[src/rtl/seq101_pkg.sv]
// Shared encodings for the "101" sequence detector and its word-level scan controller.
package seq101_pkg;

    typedef enum logic [1:0] {
        DET_S0 = 2'd0,
        DET_S1 = 2'd1,
        DET_S2 = 2'd2
    } det_state_t;

    typedef enum logic [1:0] {
        IDLE  = 2'd0,
        SHIFT = 2'd1,
        DONE  = 2'd2
    } ctrl_state_t;

    localparam logic [2:0] PATTERN = 3'b101;

endpackage

[src/rtl/seq101_det.sv]
// Overlapping "101" Mealy detector with synchronous clear and advance enable.
//   state  | meaning
//   DET_S0 | no useful prefix seen
//   DET_S1 | last bit was 1
//   DET_S2 | last two bits were 10
module seq101_det
    import seq101_pkg::*;
(
    input  logic clk,
    input  logic reset_n,
    input  logic clr,
    input  logic en,
    input  logic in,
    output logic y
);

    det_state_t state;
    det_state_t state_nxt;

    always_ff @(posedge clk or negedge reset_n) begin
        if (!reset_n) begin
            state <= DET_S0;
        end else if (clr) begin
            state <= DET_S0;
        end else if (en) begin
            state <= state_nxt;
        end
    end

    // y is qualified by en so an idle detector never reports a match
    always_comb begin
        state_nxt = state;
        y         = 1'b0;
        if (en) begin
            case (state)
                DET_S0: state_nxt = (in == PATTERN[2]) ? DET_S1 : DET_S0;
                DET_S1: state_nxt = (in == PATTERN[1]) ? DET_S2 : DET_S1;
                DET_S2: begin
                    if (in == PATTERN[0]) begin
                        state_nxt = DET_S1;
                        y         = 1'b1;
                    end else begin
                        state_nxt = DET_S0;
                    end
                end
                default: state_nxt = DET_S0;
            endcase
        end
    end

endmodule

[src/rtl/seq101_scan_ctrl.sv]
// Word-level scan controller: serialises words MSB-first into seq101_det and reports per-word match statistics.
//   state | meaning
//   IDLE  | waiting for a word (in_ready=1)
//   SHIFT | feeding one bit per clock into the detector
//   DONE  | result held on out_* until out_ready
module seq101_scan_ctrl
    import seq101_pkg::*;
#(
    parameter  int W     = 8,
    parameter  int TOT_W = 16,
    localparam int CW    = $clog2(W + 1),
    localparam int PW    = $clog2(W)
) (
    input  logic             clk,
    input  logic             reset_n,
    input  logic             in_valid,
    output logic             in_ready,
    input  logic [W-1:0]     in_data,
    input  logic             in_chain,
    output logic             out_valid,
    input  logic             out_ready,
    output logic [CW-1:0]    out_count,
    output logic             out_hit,
    output logic [PW-1:0]    out_first_pos,
    output logic [TOT_W-1:0] total_hits
);

    ctrl_state_t    state;
    ctrl_state_t    state_nxt;
    logic [W-1:0]   shreg;
    logic [PW-1:0]  bit_idx;
    logic [CW-1:0]  count;
    logic [PW-1:0]  first_pos;
    logic           accept;
    logic           last_bit;
    logic           det_en;
    logic           det_clr;
    logic           det_y;

    assign last_bit = (bit_idx == PW'(W - 1));
    assign det_clr  = accept && !in_chain;

    always_ff @(posedge clk or negedge reset_n) begin
        if (!reset_n) begin
            state <= IDLE;
        end else begin
            state <= state_nxt;
        end
    end

    always_comb begin
        state_nxt = state;
        in_ready  = 1'b0;
        out_valid = 1'b0;
        det_en    = 1'b0;
        accept    = 1'b0;
        case (state)
            IDLE: begin
                in_ready = 1'b1;
                if (in_valid) begin
                    accept    = 1'b1;
                    state_nxt = SHIFT;
                end
            end
            SHIFT: begin
                det_en = 1'b1;
                if (last_bit) begin
                    state_nxt = DONE;
                end
            end
            DONE: begin
                out_valid = 1'b1;
                if (out_ready) begin
                    state_nxt = IDLE;
                end
            end
            default: state_nxt = IDLE;
        endcase
    end

    seq101_det u_det (
        .clk     (clk),
        .reset_n (reset_n),
        .clr     (det_clr),
        .en      (det_en),
        .in      (shreg[W-1]),
        .y       (det_y)
    );

    always_ff @(posedge clk or negedge reset_n) begin
        if (!reset_n) begin
            shreg     <= '0;
            bit_idx   <= '0;
            count     <= '0;
            first_pos <= '0;
        end else if (accept) begin
            shreg     <= in_data;
            bit_idx   <= '0;
            count     <= '0;
            first_pos <= '0;
        end else if (det_en) begin
            shreg   <= {shreg[W-2:0], 1'b0};
            bit_idx <= bit_idx + PW'(1);
            if (det_y) begin
                count <= count + CW'(1);
                if (count == '0) begin
                    first_pos <= bit_idx;
                end
            end
        end
    end

    // Running total sticks at all-ones rather than wrapping
    always_ff @(posedge clk or negedge reset_n) begin
        if (!reset_n) begin
            total_hits <= '0;
        end else if (det_y && (total_hits != '1)) begin
            total_hits <= total_hits + TOT_W'(1);
        end
    end

    assign out_count     = count;
    assign out_hit       = (count != '0);
    assign out_first_pos = first_pos;

endmodule

[config.mk]
export PLATFORM = sky130hd
export DESIGN_NAME = seq101_scan_ctrl
export DESIGN_NICKNAME = d
export VERILOG_FILES = /design/src/rtl/seq101_pkg.sv /design/src/rtl/seq101_det.sv /design/src/rtl/seq101_scan_ctrl.sv
export SDC_FILE = /design/constraint.sdc
export NUM_CORES = 1
export LEC_CHECK = 0
export CORE_UTILIZATION = 39
export DETAILED_ROUTE_END_ITERATION = 10
export GPL_TIMING_DRIVEN = 0
export SETUP_SLACK_MARGIN = 0.05
export SLEW_MARGIN = 10
export SYNTH_ARGS = -nofsm -noshare
export SYNTH_HDL_FRONTEND = slang
export SYNTH_HIERARCHICAL = 1
export SYNTH_SLANG_ARGS = --single-unit
export TNS_END_PERCENT = 1
[constraint.sdc]
create_clock -name clk -period 3.65 [get_ports clk]
set_clock_uncertainty 0.1 [all_clocks]
set_input_delay 0.73 -clock clk [delete_from_list [all_inputs] [get_ports clk]]
set_output_delay 0.73 -clock clk [all_outputs]
set_load 0.01 [all_outputs]
==> results of run 1 <==
==> cell usage after synthesis <==
library cell  instances
nor4_1                1
nor2b_1               2
clkbuf_1              2
nand2b_1              2
xor2_1               14
nand3_1               7
and4b_2               1
nand2_1              32
nor3b_2               1
nor3_1                5
a32o_1                1
a22oi_1               7
nor4bb_1              1
nand4_1               4
xnor2_1               2
a31oi_1               1
mux2_2                2
ha_1                  5
clkinv_1              1
nand4_4               1
o41ai_2               1
o21ai_0               5
or3_2                 1
mux2i_1               3
nor4_4                1
a21oi_1               2
and3_1                1
nor2_1               19
or4_4                 1
dfrtp_1              38
inv_1                 6
a22o_1                1
o31ai_1               1
nor4_2                1
buf_6                 1
==> final cells by class <==
type / count / area share (%)
flip-flops and latches: 38 / 40.3
multi-input cells: 126 / 34.4
repair buffers: 39 / 16.7
clock buffers: 7 / 3.66
well taps: 52 / 2.76
inverters: 7 / 1.11
plain buffers: 3 / 0.795
clock inverters: 1 / 0.212
==> registers in the layout, indices dropped and copies added, names as in the netlist <==
| register | flops |
|---|---|
| total_hits | 16 |
| shreg | 8 |
| u_det/state | 2 |
| out_first_pos | 3 |
| out_count | 4 |
| state | 2 |
| bit_idx | 3 |
==> metal layers <==
layer / wire, um / vias to the layer above / share of wire (%)
met2: 1870 / 39 / 50
li1: - / 688 / -
met1: 1650 / 674 / 44
met5: 0 / - / 0
met4: 68 / 0 / 1.8
met3: 146 / 7 / 3.9
==> kinds of logic (layout without fill, tap and decap cells) <==
family          Yosys count  count (layout)
buf+inv                  10              57
xor+xnor                 16              16
fa+ha+maj                 5               5
simple gates             81              81
mux                       5               5
compound gates           19              19
flops                    38              38
==> cell usage in the layout, fill, tap and decap left out, types with 2 or more instances in the layout <==
cell,instances
a21oi_1,2
a22oi_1,7
clkbuf_1,3
clkbuf_8,6
clkdlybuf4s50_1,37
dfrtp_1,38
ha_1,5
inv_1,6
mux2_2,2
mux2i_1,3
nand2_1,32
nand2b_1,2
nand3_1,7
nand4_1,4
nor2_1,19
nor2b_1,2
nor3_1,5
o21ai_0,5
xnor2_1,2
xor2_1,14
==> through the flow <==
stage	setup slack [ns]	instances	total power, mW
2_1_floorplan	0.978	174	0.854
3_3_place_gp	0.598	264	1.02
3_5_place_dp	0.547	265	1.04
4_1_cts	0.518	273	1.34
5_1_grt	0.333	273	1.44
6_report	0.541	273	1.33
==> final timing paths <==
path	start	depth (start not counted)	to	slack, ns
setup / recovery	state[1]	9	total_hits[15]	0.54
hold / removal	reset_n	1	total_hits[5]	0.21
setup reg to reg	state[1]	9	total_hits[15]	0.54
hold reg to reg	shreg[5]	2	shreg[5]	0.38
max in group asynchronous	reset_n	2	shreg[1]	2.80
min in group clk	shreg[5]	2	shreg[5]	0.38
==> critical path, stage by stage (launching register included) <==
cell and delay, ns:
dfrtp_1 0.41, nand2b_1 0.27, clkinv_1 0.19, clkbuf_1 0.47, and4b_2 0.34, buf_6 0.14, nand4_1 0.21, or4_4 0.49
nor4_2 0.25, xor2_1 0.16
==> power breakdown <==
part	internal, mW	switching [mW]
Clock	0.152	0.146
Sequential	0.521	0.0832
Combinational	0.196	0.234
Total	0.869	0.463
==> results.txt, run 1 <==
vias per cell = 5.16
Final Hold Viols = 0
critical path endpoint category = flip-flop
clk buf depth = 2
DR WL/cell = 13.7 um
final instance area = 2360 um^2
H-tree depth = 2
Multi-input gate area = 813 um^2
CP Class = flip-flop to flip-flop
setup TNS = 0 ns
total area of sequential cells = 951 um^2
count of cell types in the netlist = 35
Synthesis Warnings = 6
Worst Max-Slew Pin Slew = 0.620 ns
CP startpoint kind = flip-flop
Cell Pwr Density = 564 nW/um^2
Post-Synth Adder-Cell Area = 3.46%
CTS Hold Bufs = 0
status = finished, final reports clean
Starting Density = 41.0%
critical-path maximum fanout = 14
io pins = 39
Synthesized Nets = 192
GRT met3 Usage = 3.90%
post-route ant nets = 0
Die H = 70.1 um
via count of the first global-routing pass = 1461
Core Area = 4410 um^2
diode count = 0
total iterations of the first detailed-routing run = 4
VDD IR-drop max = 0.336 mV
sequential element share of the synthesized area = 52.6%
Congestion Overflow GR = 0
DP Area = 2270 um^2
Final HPWL DP = 2760 um
post-layout net count = 238
cts bufs inserted = 5
P_leak = 1.13 nW
Synth Area in Compound Gates = 7.54%
fmax = 0.322 GHz
Initial DRC Count = 81
RD Place Congestion = 0.730
overall routing resource usage = 17.6%
Max-Cap Viols = 0
worst hold path class = input port to asynchronous set/reset pin
top cells by area in the synthesized netlist = dfrtp_1, xor2_1, nand2_1, nor2_1, ha_1
Post-Synth Simple-Gate Area = 23.3%
RSZ-0062 raised after global routing = false
crit share post-route = 85.2%
Final Max Slew Viols = 0
CTS tree = yes
post-synthesis mux area share = 2.90%
layout cells sized above 1 = 9.05%
routed vias = 1408
Avg Inst Size Synth = 10.4 um^2
die area = 4920 um^2
Cell Area, Synth = 1810 um^2
DRC viols = 0
Most Crowded Layer GR = met2
Clock Latency Late Sink = 0.29 ns
PortBufs = 38
Final Util = 53.5%
CTS Root Cell = clkbuf_8
filler cell count in the final layout = 397
clock-pin slew on the worst setup and hold paths = 0.07 ns
pin count of the biggest net entering global routing = 28
post-synth top area share = 52.6%
post-CTS setup buffer count = 0
area delta synth->final = 30.5%
first-pass GRT wire length = 6750 um
Final Setup Violations = 0
Arr. time, crit path = 3.23 ns
xor and xnor area share after synthesis = 7.75%
total wire length = 3740 um
area leader, netlist = dfrtp_1
worst path required time = 3.77 ns
Slew headroom = 58.2%
fin crit period = 3.11 ns
largest family of logic cells by synthesized area = simple AND/OR/NAND/NOR gates
clock sinks = 38
WHS = 0.212 ns
initial antenna violation count = 0
met1 GRT Util = 21.4%
flops & latches, synth = 38
die width = 70.1 um
M2 GR Usage = 29.8%
Std-Cell Rows = 24
synthesized instance count = 174
post_cts resized = 0
(Power assumes the default switching activity.)
==> run 2: changes to the inputs <==
--- a/config.mk
+++ b/config.mk
@@ -7,9 +7,7 @@
 export LEC_CHECK = 0
 export CORE_UTILIZATION = 39
 export DETAILED_ROUTE_END_ITERATION = 10
-export GPL_TIMING_DRIVEN = 0
 export SETUP_SLACK_MARGIN = 0.05
-export SLEW_MARGIN = 10
 export SYNTH_ARGS = -nofsm -noshare
 export SYNTH_HDL_FRONTEND = slang
 export SYNTH_HIERARCHICAL = 1
==> run 2 against run 1 <==
Hold slack improved by 0.17 ns. Die area unchanged. Final area decreased by 0.58%. Setup slack gained 0.40 ns. Highest routed layer unchanged. Largest cell class unchanged. Register-to-register slack improved by 0.40 ns.
==> results.txt, run 2 (synthesis gave the netlist of run 1 again) <==
CTS tree = yes
Congestion Overflow GR = 0 (unchanged)
via count of the first global-routing pass = 1446 (-1.0%)
Std-Cell Rows = 24 (unchanged)
die area = 4920 um^2 (unchanged)
critical path endpoint category = flip-flop
status = finished, final reports clean
Final HPWL DP = 2680 um (-3.0%)
flip-flop count of the largest register after layout = 16 (unchanged)
Arr. time, crit path = 2.82 ns (-0.41 ns)
fin crit period = 2.71 ns (-0.403 ns)
Clock Latency Late Sink = 0.29 ns (about the same)
fmax = 0.370 GHz (+15%)
most frequent cells in the layout = dfrtp_1, clkdlybuf4s50_1, nand2_1
worst path required time = 3.77 ns (about the same)
post-route ant nets = 0 (unchanged)
pin count of the biggest net entering global routing = 39 (+39%)
Cell Pwr Density = 585 nW/um^2 (+3.7%)
Core Area = 4410 um^2 (unchanged)
routed vias = 1405 (-0.21%)
CP Class = flip-flop to flip-flop
reg2reg setup slack = 0.94 ns (+0.40 ns)
io pins = 39 (unchanged)
Initial DRC Count = 86 (+6.2%)
overall power = 1.37 mW (+3.1%)
CTS Hold Bufs = 0 (unchanged)
Final Util = 53.2% (-0.31 points)
worst hold path class = flip-flop to flip-flop
clk buf depth = 2 (unchanged)
worst reg2reg path endpoint = total_hits[15]
Max-Cap Viols = 0 (unchanged)
commonest non-fill, non-tap cell in the layout = dfrtp_1
CP Depth = 7 (-2)
WHS = 0.386 ns (+0.175 ns)
Slew headroom = 44.6% (-14 points)
startpoint of the worst-slack reg-to-reg timing path = state[1]
Worst path slowest cell = or4_4
post_cts resized = 0 (unchanged)
layout cells sized above 1 = 9.17% (+0.12 points)
Critical Path, Cell by Cell = nand2b_1 -> clkinv_1 -> and4b_2 -> nand4_1 -> or4_4 -> nor4_2 -> xor2_1
setup TNS = 0 ns (unchanged)
area delta synth->final = 29.7%
overall routing resource usage = 17.3% (-0.26 points)
total wire length = 3680 um (-1.5%)
H-tree depth = 2 (unchanged)
CP startpoint kind = flip-flop
initial antenna violation count = 0 (unchanged)
PortBufs = 38 (unchanged)
Die H = 70.1 um (unchanged)
P_leak = 1.13 nW (-0.26%)
DRC viols = 0 (unchanged)
Final Max Slew Viols = 0 (unchanged)
VDD IR-drop max = 0.435 mV (+29%)
Hold Path Origin = shreg[5]
r2r worst-path depth = 7 (-2)
DR WL/cell = 13.6 um (-0.43%)
post-place setup slack = 0.940 ns (+0.393 ns)
CP delay by family, top = simple AND/OR/NAND/NOR gates
post-CTS setup buffer count = 0 (unchanged)
vias per cell = 5.20 (+0.90%)
total iterations of the first detailed-routing run = 4 (unchanged)
CP Launch Point = state[1]
CP max stage delay = 0.48 ns (about the same)
PnR worst setup slack = 0.945 ns (+0.403 ns)
crit share post-route = 74.1% (-11 points)
critical-path maximum fanout = 21 (+7)
CTS Root Cell = clkbuf_8
die width = 70.1 um (unchanged)
clock sinks = 38 (unchanged)
Buf/Inv on CP = 1 (-2)
RD Place Congestion = 0.735 (+0.64%)
diode count = 0 (unchanged)
crit path to = total_hits[15]
cts bufs inserted = 5 (unchanged)
Starting Density = 41.0% (unchanged)
RSZ-0062 raised after global routing = false
Worst Max-Slew Pin Slew = 0.832 ns (+0.212 ns)
clock-pin slew on the worst setup and hold paths = 0.08 ns (about the same)
first-pass GRT wire length = 6610 um (-2.0%)
post-layout net count = 235 (-1.3%)
Reg with most FFs = total_hits
Final Hold Viols = 0 (unchanged)
Final Setup Violations = 0 (unchanged)
## run 2: cell count changes in the layout (fill, tap and decap cells not counted)
cell / before / now
clkbuf_1: 3 / 0
buf_12: 1 / 0
buf_4: 0 / 1
buf_6: 1 / 0
bufinv_16: 0 / 1
clkbuf_8: 6 / 5
clkinv_2: 1 / 2
## run 2: through the flow
step	cells	area (um^2)
5_1_grt	270	2350
2_1_floorplan	174	1810
3_5_place_dp	262	2240
3_3_place_gp	262	2240
6_report	270	2350
4_1_cts	270	2350
## run 2: worst min-delay path by stage
stage                      end  slack (ns)  cells past startpoint
global placement      shreg[4]        0.36                      2
detailed placement    shreg[4]        0.37                      2
finish                shreg[5]        0.39                      2
CTS                   shreg[4]        0.39                      2
global route          shreg[4]        0.41                      2
floorplan           bit_idx[0]        0.33                      0
## run 2: report_power, final
group	leakage (nW)	switching (mW)	internal, mW
Combinational	0.565	0.228	0.191
Clock	0.0579	0.150	0.201
Sequential	0.507	0.0830	0.521
Total	1.13	0.460	0.913
## run 2: per-layer routing
metal	up-vias	global-route usage, %	part of all wire, %
met3	6	5.05	3.5
li1	680	-	-
met4	0	6.00	1.5
met2	28	31.4	52
met1	691	19.2	43
met5	-	0	0
## run 2: worst reg2reg max path: cells and delay by family, from the launching register on
family | cells | cell delay [ns]
buffers and inverters | 1 | 0.34
and+or+nand+nor | 5 | 1.60
DFF | 1 | 0.41
xor gates and xnor gates | 1 | 0.18
## run 2: layout make-up
cell class,instances,area [um^2]
Multi-Input combinational cell,126,813
Fill cell,394,2070
Tap cell,52,65.1
Sequential cell,38,951
Inverter,7,26.3
Timing Repair Buffer,39,383
Clock inverter,3,40.0
Clock buffer,5,68.8
